==> config.mk <==
export PLATFORM = sky130hd
export DESIGN_NAME = dmem_arbiter
export DESIGN_NICKNAME = d
export VERILOG_FILES = /design/src/rtl/dmem_arbiter_pkg.sv /design/src/rtl/dmem_align_check.sv /design/src/rtl/dmem_arbiter.sv
export SDC_FILE = /design/constraint.sdc
export NUM_CORES = 1
export LEC_CHECK = 0
export ABC_CLOCK_PERIOD_IN_PS = 13050
export CAP_MARGIN = 20
export CELL_PAD_IN_SITES_DETAIL_PLACEMENT = 1
export CELL_PAD_IN_SITES_GLOBAL_PLACEMENT = 2
export CORE_AREA = 2 2 162 164
export CTS_BUF_LIST = sky130_fd_sc_hd__clkbuf_4 sky130_fd_sc_hd__clkbuf_8
export DETAILED_ROUTE_END_ITERATION = 10
export DIE_AREA = 0 0 164 166
export PLACE_DENSITY_LB_ADDON = 0.1
export SYNTH_ARGS = -nofsm -noshare
export SYNTH_HDL_FRONTEND = slang
export SYNTH_SLANG_ARGS = --single-unit
==> constraint.sdc <==
create_clock -name clk -period 13.05 [get_ports clk]
set_clock_uncertainty 0.1 [all_clocks]
set_input_delay 2.61 -clock clk [delete_from_list [all_inputs] [get_ports clk]]
set_output_delay 2.61 -clock clk [all_outputs]
set_load 0.005 [all_outputs]
==> src/rtl/dmem_arbiter_pkg.sv <==
// Shared definitions for the data-memory arbiter: word width, access-mode
// codes, arbiter state codes, request payload bundle and size helper.
package dmem_arbiter_pkg;

    localparam int WORD = 32;

    // Access-mode codes as driven on DataMemory's mode input
    localparam logic [1:0] MEM_BYTE = 2'b00;
    localparam logic [1:0] MEM_HALF = 2'b01;
    localparam logic [1:0] MEM_WORD = 2'b10;

    // Arbiter state codes
    localparam logic [1:0] DMA_IDLE   = 2'd0;
    localparam logic [1:0] DMA_ACCESS = 2'd1;
    localparam logic [1:0] DMA_RESP   = 2'd2;

    // One requester's payload
    typedef struct packed {
        logic            we;
        logic [WORD-1:0] addr;
        logic [WORD-1:0] wdata;
        logic [1:0]      mode;
    } dmem_req_t;

    // Number of bytes touched by an access; 0 for an illegal mode code
    function automatic logic [2:0] access_size(input logic [1:0] mode);
        case (mode)
            MEM_BYTE: access_size = 3'd1;
            MEM_HALF: access_size = 3'd2;
            MEM_WORD: access_size = 3'd4;
            default:  access_size = 3'd0;
        endcase
    endfunction

endpackage

==> src/rtl/dmem_align_check.sv <==
// Combinational legality check for a data-memory access: mode code must be
// legal, the address aligned to the access size, and the last touched byte
// must not exceed mem_limit. Arithmetic carries into bit 32 so an access
// running past 32'hffffffff is rejected instead of wrapping.
module dmem_align_check
    import dmem_arbiter_pkg::*;
(
    input  logic [WORD-1:0] addr,
    input  logic [1:0]      mode,
    input  logic [WORD-1:0] mem_limit,
    output logic            legal
);

    logic [WORD:0] last_byte;
    logic          aligned;

    // Alignment, mode and range evaluation
    always_comb begin
        last_byte = {1'b0, addr} + {{(WORD-2){1'b0}}, access_size(mode)} - {{WORD{1'b0}}, 1'b1};
        case (mode)
            MEM_BYTE: aligned = 1'b1;
            MEM_HALF: aligned = ~addr[0];
            MEM_WORD: aligned = (addr[1:0] == 2'b00);
            default:  aligned = 1'b0;
        endcase
        legal = aligned && !last_byte[WORD] && (last_byte[WORD-1:0] <= mem_limit);
    end

endmodule

==> src/rtl/dmem_arbiter.sv <==
// Round-robin arbiter sharing the DataMemory port between the pipeline MEM
// stage (port 0) and the debug/program loader (port 1). Each access runs
// IDLE -> ACCESS -> RESP; rejected accesses skip ACCESS and never strobe
// memory. All outputs are registered.
module dmem_arbiter
    import dmem_arbiter_pkg::*;
#(
    parameter logic [31:0] MEM_LIMIT = 32'h000fffff
)
(
    input  logic        clk,
    input  logic        rst_n,
    input  logic        req0,
    input  logic        req1,
    input  logic        we0,
    input  logic        we1,
    input  logic [31:0] addr0,
    input  logic [31:0] addr1,
    input  logic [31:0] wdata0,
    input  logic [31:0] wdata1,
    input  logic [1:0]  mode0,
    input  logic [1:0]  mode1,
    output logic        done0,
    output logic        done1,
    output logic        err,
    output logic [31:0] rdata,
    output logic [31:0] memAddress,
    output logic [31:0] memWriteData,
    output logic [1:0]  memMode,
    output logic        memRead,
    output logic        memWrite,
    input  logic [31:0] memReadData
);

    logic [1:0] state;
    logic       last_grant;
    logic       gnt;
    logic       pick;
    logic       chk_legal;
    dmem_req_t  sel;

    // Round-robin pick and payload mux; ties go to the port not granted last
    always_comb begin
        pick = 1'b0;
        if (req0 && req1) begin
            pick = ~last_grant;
        end else if (req1) begin
            pick = 1'b1;
        end
        if (pick) begin
            sel = '{we: we1, addr: addr1, wdata: wdata1, mode: mode1};
        end else begin
            sel = '{we: we0, addr: addr0, wdata: wdata0, mode: mode0};
        end
    end

    dmem_align_check u_check (
        .addr      (sel.addr),
        .mode      (sel.mode),
        .mem_limit (MEM_LIMIT),
        .legal     (chk_legal)
    );

    // Handshake sequencer and registered memory/requester outputs
    always_ff @(posedge clk or negedge rst_n) begin
        if (!rst_n) begin
            state        <= DMA_IDLE;
            last_grant   <= 1'b1;
            gnt          <= 1'b0;
            done0        <= 1'b0;
            done1        <= 1'b0;
            err          <= 1'b0;
            rdata        <= '0;
            memAddress   <= '0;
            memWriteData <= '0;
            memMode      <= '0;
            memRead      <= 1'b0;
            memWrite     <= 1'b0;
        end else begin
            case (state)
                DMA_IDLE: begin
                    memRead  <= 1'b0;
                    memWrite <= 1'b0;
                    done0    <= 1'b0;
                    done1    <= 1'b0;
                    if (req0 || req1) begin
                        last_grant <= pick;
                        gnt        <= pick;
                        if (chk_legal) begin
                            state        <= DMA_ACCESS;
                            memAddress   <= sel.addr;
                            memWriteData <= sel.wdata;
                            memMode      <= sel.mode;
                            memWrite     <= sel.we;
                            memRead      <= ~sel.we;
                        end else begin
                            // Rejected: answer straight from IDLE, memory untouched
                            state <= DMA_RESP;
                            err   <= 1'b1;
                            rdata <= '0;
                            done0 <= ~pick;
                            done1 <= pick;
                        end
                    end
                end
                DMA_ACCESS: begin
                    state    <= DMA_RESP;
                    memRead  <= 1'b0;
                    memWrite <= 1'b0;
                    err      <= 1'b0;
                    rdata    <= memRead ? memReadData : '0;
                    done0    <= ~gnt;
                    done1    <= gnt;
                end
                DMA_RESP: begin
                    state <= DMA_IDLE;
                    done0 <= 1'b0;
                    done1 <= 1'b0;
                end
                default: begin
                    state    <= DMA_IDLE;
                    memRead  <= 1'b0;
                    memWrite <= 1'b0;
                    done0    <= 1'b0;
                    done1    <= 1'b0;
                end
            endcase
        end
    end

endmodule

After elaboration in Yosys (flattened, before gate mapping)
Index checks and enable logic that the tools add are counted.
{"block": "totals", "reg_bits": 107, "input_bits": 170, "out_inout_bits": 103, "word_cells": 65}
{"block": "op_classes", "addsub": 2, "n_lt_le_gt_ge": 1, "eq_ne": 6, "n_mux": 27, "bitwise_logic": 5, "n_reduce_logical": 12}
{"op": "$mux W32", "count": 3}
{"op": "$mux W67", "count": 1}
{"op": "$pmux W32 S2", "count": 1}
{"op": "$add A32 B3 Y33", "count": 1}
{"op": "$sub A33 B1 Y33 const B", "count": 1}
{"op": "$le A32 B20 Y1 const B", "count": 1}
{"op": "$mux W1", "count": 12}
{"op": "$pmux W1 S2", "count": 5}
{"op": "$pmux W3 S3", "count": 1}
{"op": "$logic_not A2 Y1", "count": 3}
{"op": "$reduce_and A3 Y1", "count": 2}
{"op": "$not A1 Y1", "count": 5}
{"op": "$eq A2 B1 Y1 const B", "count": 2}
{"op": "$eq A2 B2 Y1 const B", "count": 2}
{"op": "$mux W2", "count": 2}
{"op": "$ne A2 B2 Y1 const B", "count": 2}
{"op": "$pmux W2 S2", "count": 1}
{"op": "$logic_and A1 B1 Y1", "count": 3}
{"op": "$pmux W1 S3", "count": 1}
{"op": "$reduce_and A2 Y1", "count": 1}
{"op": "$reduce_bool A2 Y1", "count": 1}
{"op": "$logic_not A1 Y1", "count": 1}
{"op": "$logic_or A1 B1 Y1", "count": 1}

Logic depth before layout (Yosys ltp)
{"block": "depth", "depth_word": 13, "depth_mapped": 21, "ltp_nobuf": 17}

Cells and area by module
Synthesis repeated with hierarchy kept, for this count alone.
{"block": "unflattened", "cells_unflattened": 706, "hier_area_um2": 7412.1}
{"mod": "dmem_arbiter", "instances": 1, "cells_each": 324, "area_per_inst_um2": 4788.3}
{"mod": "dmem_align_check", "instances": 1, "cells_each": 382, "area_per_inst_um2": 2623.8}

Worst setup path after synthesis
Ideal clock, no wire load.
{"block": "synth_timing", "kind": "input port to flip-flop", "startpoint": "in req1", "endpoint": "reg memWriteData[4]", "arrival_ns": 7.355, "required_ns": 12.823, "slack_ns": 5.467, "cell_stages": 20, "cell_sequence": "clkbuf_1 -> a21boi_2 -> clkbuf_1 -> clkbuf_1 -> mux2i_1 -> ha_1 -> inv_1 -> ha_1 -> a211oi_1 -> o211ai_1 -> a211oi_1 -> o31ai_1 -> nand3_1 -> mux2_2 -> a2111oi_2 -> and4_1 -> buf_4 -> buf_12 -> buf_12 -> mux2_1"}
{"block": "synth_via", "elab_chain_len": 11, "elab_cells_between_ends": 19}
{"item": "start, declared", "line_no": "dmem_arbiter.sv:14", "source": "input logic req1,"}
{"item": "branches (longest 11 deep; another with $add A32 B3 Y33)"}
{"item": "end signal, assigned", "line_no": "dmem_arbiter.sv:92", "source": "memWriteData <= sel.wdata;"}
{"item": "end, declared", "line_no": "dmem_arbiter.sv:28", "source": "output logic [31:0] memWriteData,"}
Parallel ways; which one is timed is not known.
A chain may end at the register's enable or synchronous reset.

Worst setup path in the final report
{"block": "layout_timing", "startpoint": "in req1", "endpoint": "reg memWriteData[26]"}
Same word-level chain as after synthesis.

==> reports/metrics.cfg <==
[worst_setup_path]
end_kind = flip-flop
required_ns = 13.23
timing.rr.start = last_grant$_DFFE_PN1P_
crit_fanout = 68
r2r-end = memWriteData[26]$_DFFE_PN0P_
crit_type = primary input to flip-flop
rrSetupSlack_ns = 7.05
reg2regPathDepth = 16
start_kind = primary input
critPathArrivalTime_ns = 8.96

[grt]
grt_pass1_vias = 7433
grt_max_degree = 69
grt_pass1_wl_microns = 40700
grt.overflow.total = 0
grtUsageTotal_pct = 18.8
grt_antenna_before_repair = 0

[pwr]
switching_share_pct = 37.0
vdd_drop_max_uv = 50.3
power_density_nw_per_um2 = 83.7
comb_power_share_pct = 38.4
power_frac_seq_pct = 37.9
p_int_uw = 565
p_switching_uw = 331
p_leak_uw = 0.00432
pwr-share-clk_pct = 23.7
fin_total_pwr_uw = 896

[die]
fp.dieArea_sq_um = 27200
fp.dieW_microns = 164
ios = 273
die_y_microns = 166
core-area_sq_um = 25600
rows = 59
start_util_pct = 29.5

[clock_tree]
post_cts_buffers = 0
cts_buffers = 9
postCtsResizedCells = 0
cts_root_buf = clkbuf_8
holdBufCountCts = 0
clk_pin_slew_ns = 0.13
clock-sinks = 107
h-tree-depth = 3
clockBufferDepth = 2
clk_latency_ns = 0.41
cts_tree = yes

[sta]
final_hold_viol_count = 0
report.final.setup_viol = 0
max_freq_mhz = 114
tightest_slew_ns = 1.08
setup_ws_ns = 4.28
fin_tns_setup_ns = 0
timing.slew.headroom_pct = 28.0
post-route-min-period_ns = 8.77
drv_slew = 0
post-route-period-util_pct = 67.2
rsz0062_at_grt = false

[drt]
routedWlPerCell_microns = 18.9
drtAntennaViolNets = 0
viasPerCell = 5.09
drtIter0Drc = 347
top_layer = met4
routed_wl_microns = 25600
met1_length_microns = 11100
wl_met3_microns = 886
remaining_drc_errors = 0
vias = 6883
wl_met2_microns = 13200
dr.pass1.iters = 7

[layout]
fin_util_pct = 41.8
drive_gt1_share_pct = 15.8
finalNonFillerCells = 1353
fin_nets = 1218
n_antenna_cell = 0
area_growth_pct = 41.8

[synthesis]
synth_seq_cells = 107
synth_cell_type_count = 65
synthArstFlopShare_pct = 100
synth_seq_area_share_pct = 35.5
postSynthCellCount = 771
yosysWarnings = 0
ys.flop_type = dfrtp_1
syn_nets = 976
syn_area_sq_um = 7550
synth_edf_count = 0
syn_area_per_cell_sq_um = 9.80

[worst_hold_path]
min_to = memWriteData[4]$_DFFE_PN0P_
hold_path.class = flip-flop to flip-flop
hold_start = memWriteData[4]$_DFFE_PN0P_
holdPathStages = 1

[run_status]
outcome = complete, no violations

[placed_design]
dp_hpwl_microns = 19000
dpl_worst_slack_ns = 3.84
dp_cells = 1337
numPortBuffers = 272
gp_congestion = 0.793

[run]
cap_violations = 0

-- kinds of logic after synthesis --
logic type      share of synthesized area [%]
simple gates                             17.2
compound gates                           15.1
mux                                      20.4
flops                                    35.5
buf+inv                                  5.75
fa+ha+maj                                5.90
xor+xnor                                0.232
-- layer usage --
metal	GRT usage, %	vias up
li1	-	3325
met2	34.6	141
met4	4.35	0
met3	2.70	19
met5	0	-
met1	23.0	3398
-- metrics by stage --
step	area, sq um	hold slack, ns
final	10700	0.405
after global routing	10700	0.424
after CTS	10700	0.408
after detailed placement	10500	0.378
after global placement	10500	0.374
after floorplan	7550	0.348
-- worst max-delay path, cell delays in order --
cell	delay, ns
clkdlybuf4s50_1	0.46
buf_4	0.38
a21boi_4	0.25
buf_4	0.36
mux2i_1	0.48
nand2b_1	0.12
ha_1	0.33
inv_1	0.05
ha_1	0.28
a211oi_1	0.32
o21ai_1	0.10
a211oi_1	0.24
o221ai_1	0.31
or3_1	0.44
a2111oi_0	0.44
and4_1	0.31
and4_4	0.96
mux2_2	0.43
-- power by group through the flow --
stage	Combinational (uW)	Sequential (uW)	Clock, uW
after global placement	349	346	0
after global routing	383	340	236
after CTS	350	339	226
after floorplan	212	345	0
final	344	339	213
after detailed placement	348	346	0
-- cell type report --
| cell class | count | area [sq um] |
|---|---|---|
| Clock inverter | 6 | 56.3 |
| Timing Repair Buffer | 282 | 2800 |
| Inverter | 46 | 173 |
| Fill cell | 2924 | 14900 |
| Sequential cell | 107 | 2680 |
| Clock buffer | 10 | 131 |
| Multi-Input combinational cell | 567 | 4460 |
| Tap cell | 335 | 419 |
-- cell usage in the layout (no fill, tap or decap), types with 7 or more instances in the layout --
master | Yosys | layout
clkdlybuf4s50_1 | 0 | 271
mux2_2 | 110 | 110
dfrtp_1 | 106 | 105
a21oi_1 | 66 | 66
nand2_1 | 62 | 62
inv_1 | 46 | 46
o211ai_1 | 40 | 40
nor4b_1 | 34 | 34
nand3b_1 | 34 | 34
ha_1 | 34 | 34
nor2_1 | 29 | 29
o21ai_0 | 15 | 15
mux2i_1 | 12 | 12
buf_4 | 5 | 11
nand3_1 | 10 | 10
mux2_4 | 10 | 10
nor3_1 | 9 | 9
clkbuf_8 | 0 | 9
nand4_1 | 7 | 7
a211oi_1 | 7 | 7
a21o_1 | 7 | 7
-- cells in the mapped netlist, types with 15 or more instances --
master / instances / area share, %
nor4b_1: 34 / 3.9
nand2_1: 62 / 3.1
o211ai_1: 40 / 4.0
inv_1: 46 / 2.3
dfrtp_1: 106 / 35
ha_1: 34 / 5.6
o21ai_0: 15 / 0.99
mux2_2: 110 / 16
nor2_1: 29 / 1.4
a21oi_1: 66 / 4.4
nand3b_1: 34 / 3.4
clkbuf_1: 39 / 1.9
-- registers in the layout (all words and copies together) (netlist names) --
signal,count
rdata,32
memWriteData,32
gnt,1
memWrite,1
last_grant,1
done0,1
memAddress,32
memMode,2
done1,1
err,1
memRead,1
state,2
-- worst max-delay path by stage --
stage                                   endpoint  startpoint  cells after the start
CTS                 memWriteData[26]$_DFFE_PN0P_        req1                     18
finish              memWriteData[26]$_DFFE_PN0P_        req1                     18
floorplan            memWriteData[4]$_DFFE_PN0P_        req1                     20
detailed placement  memWriteData[13]$_DFFE_PN0P_        req1                     18
global placement    memWriteData[16]$_DFFE_PN0P_        req1                     18
global route        memWriteData[28]$_DFFE_PN0P_        req1                     18
(Power assumes the default switching activity.)
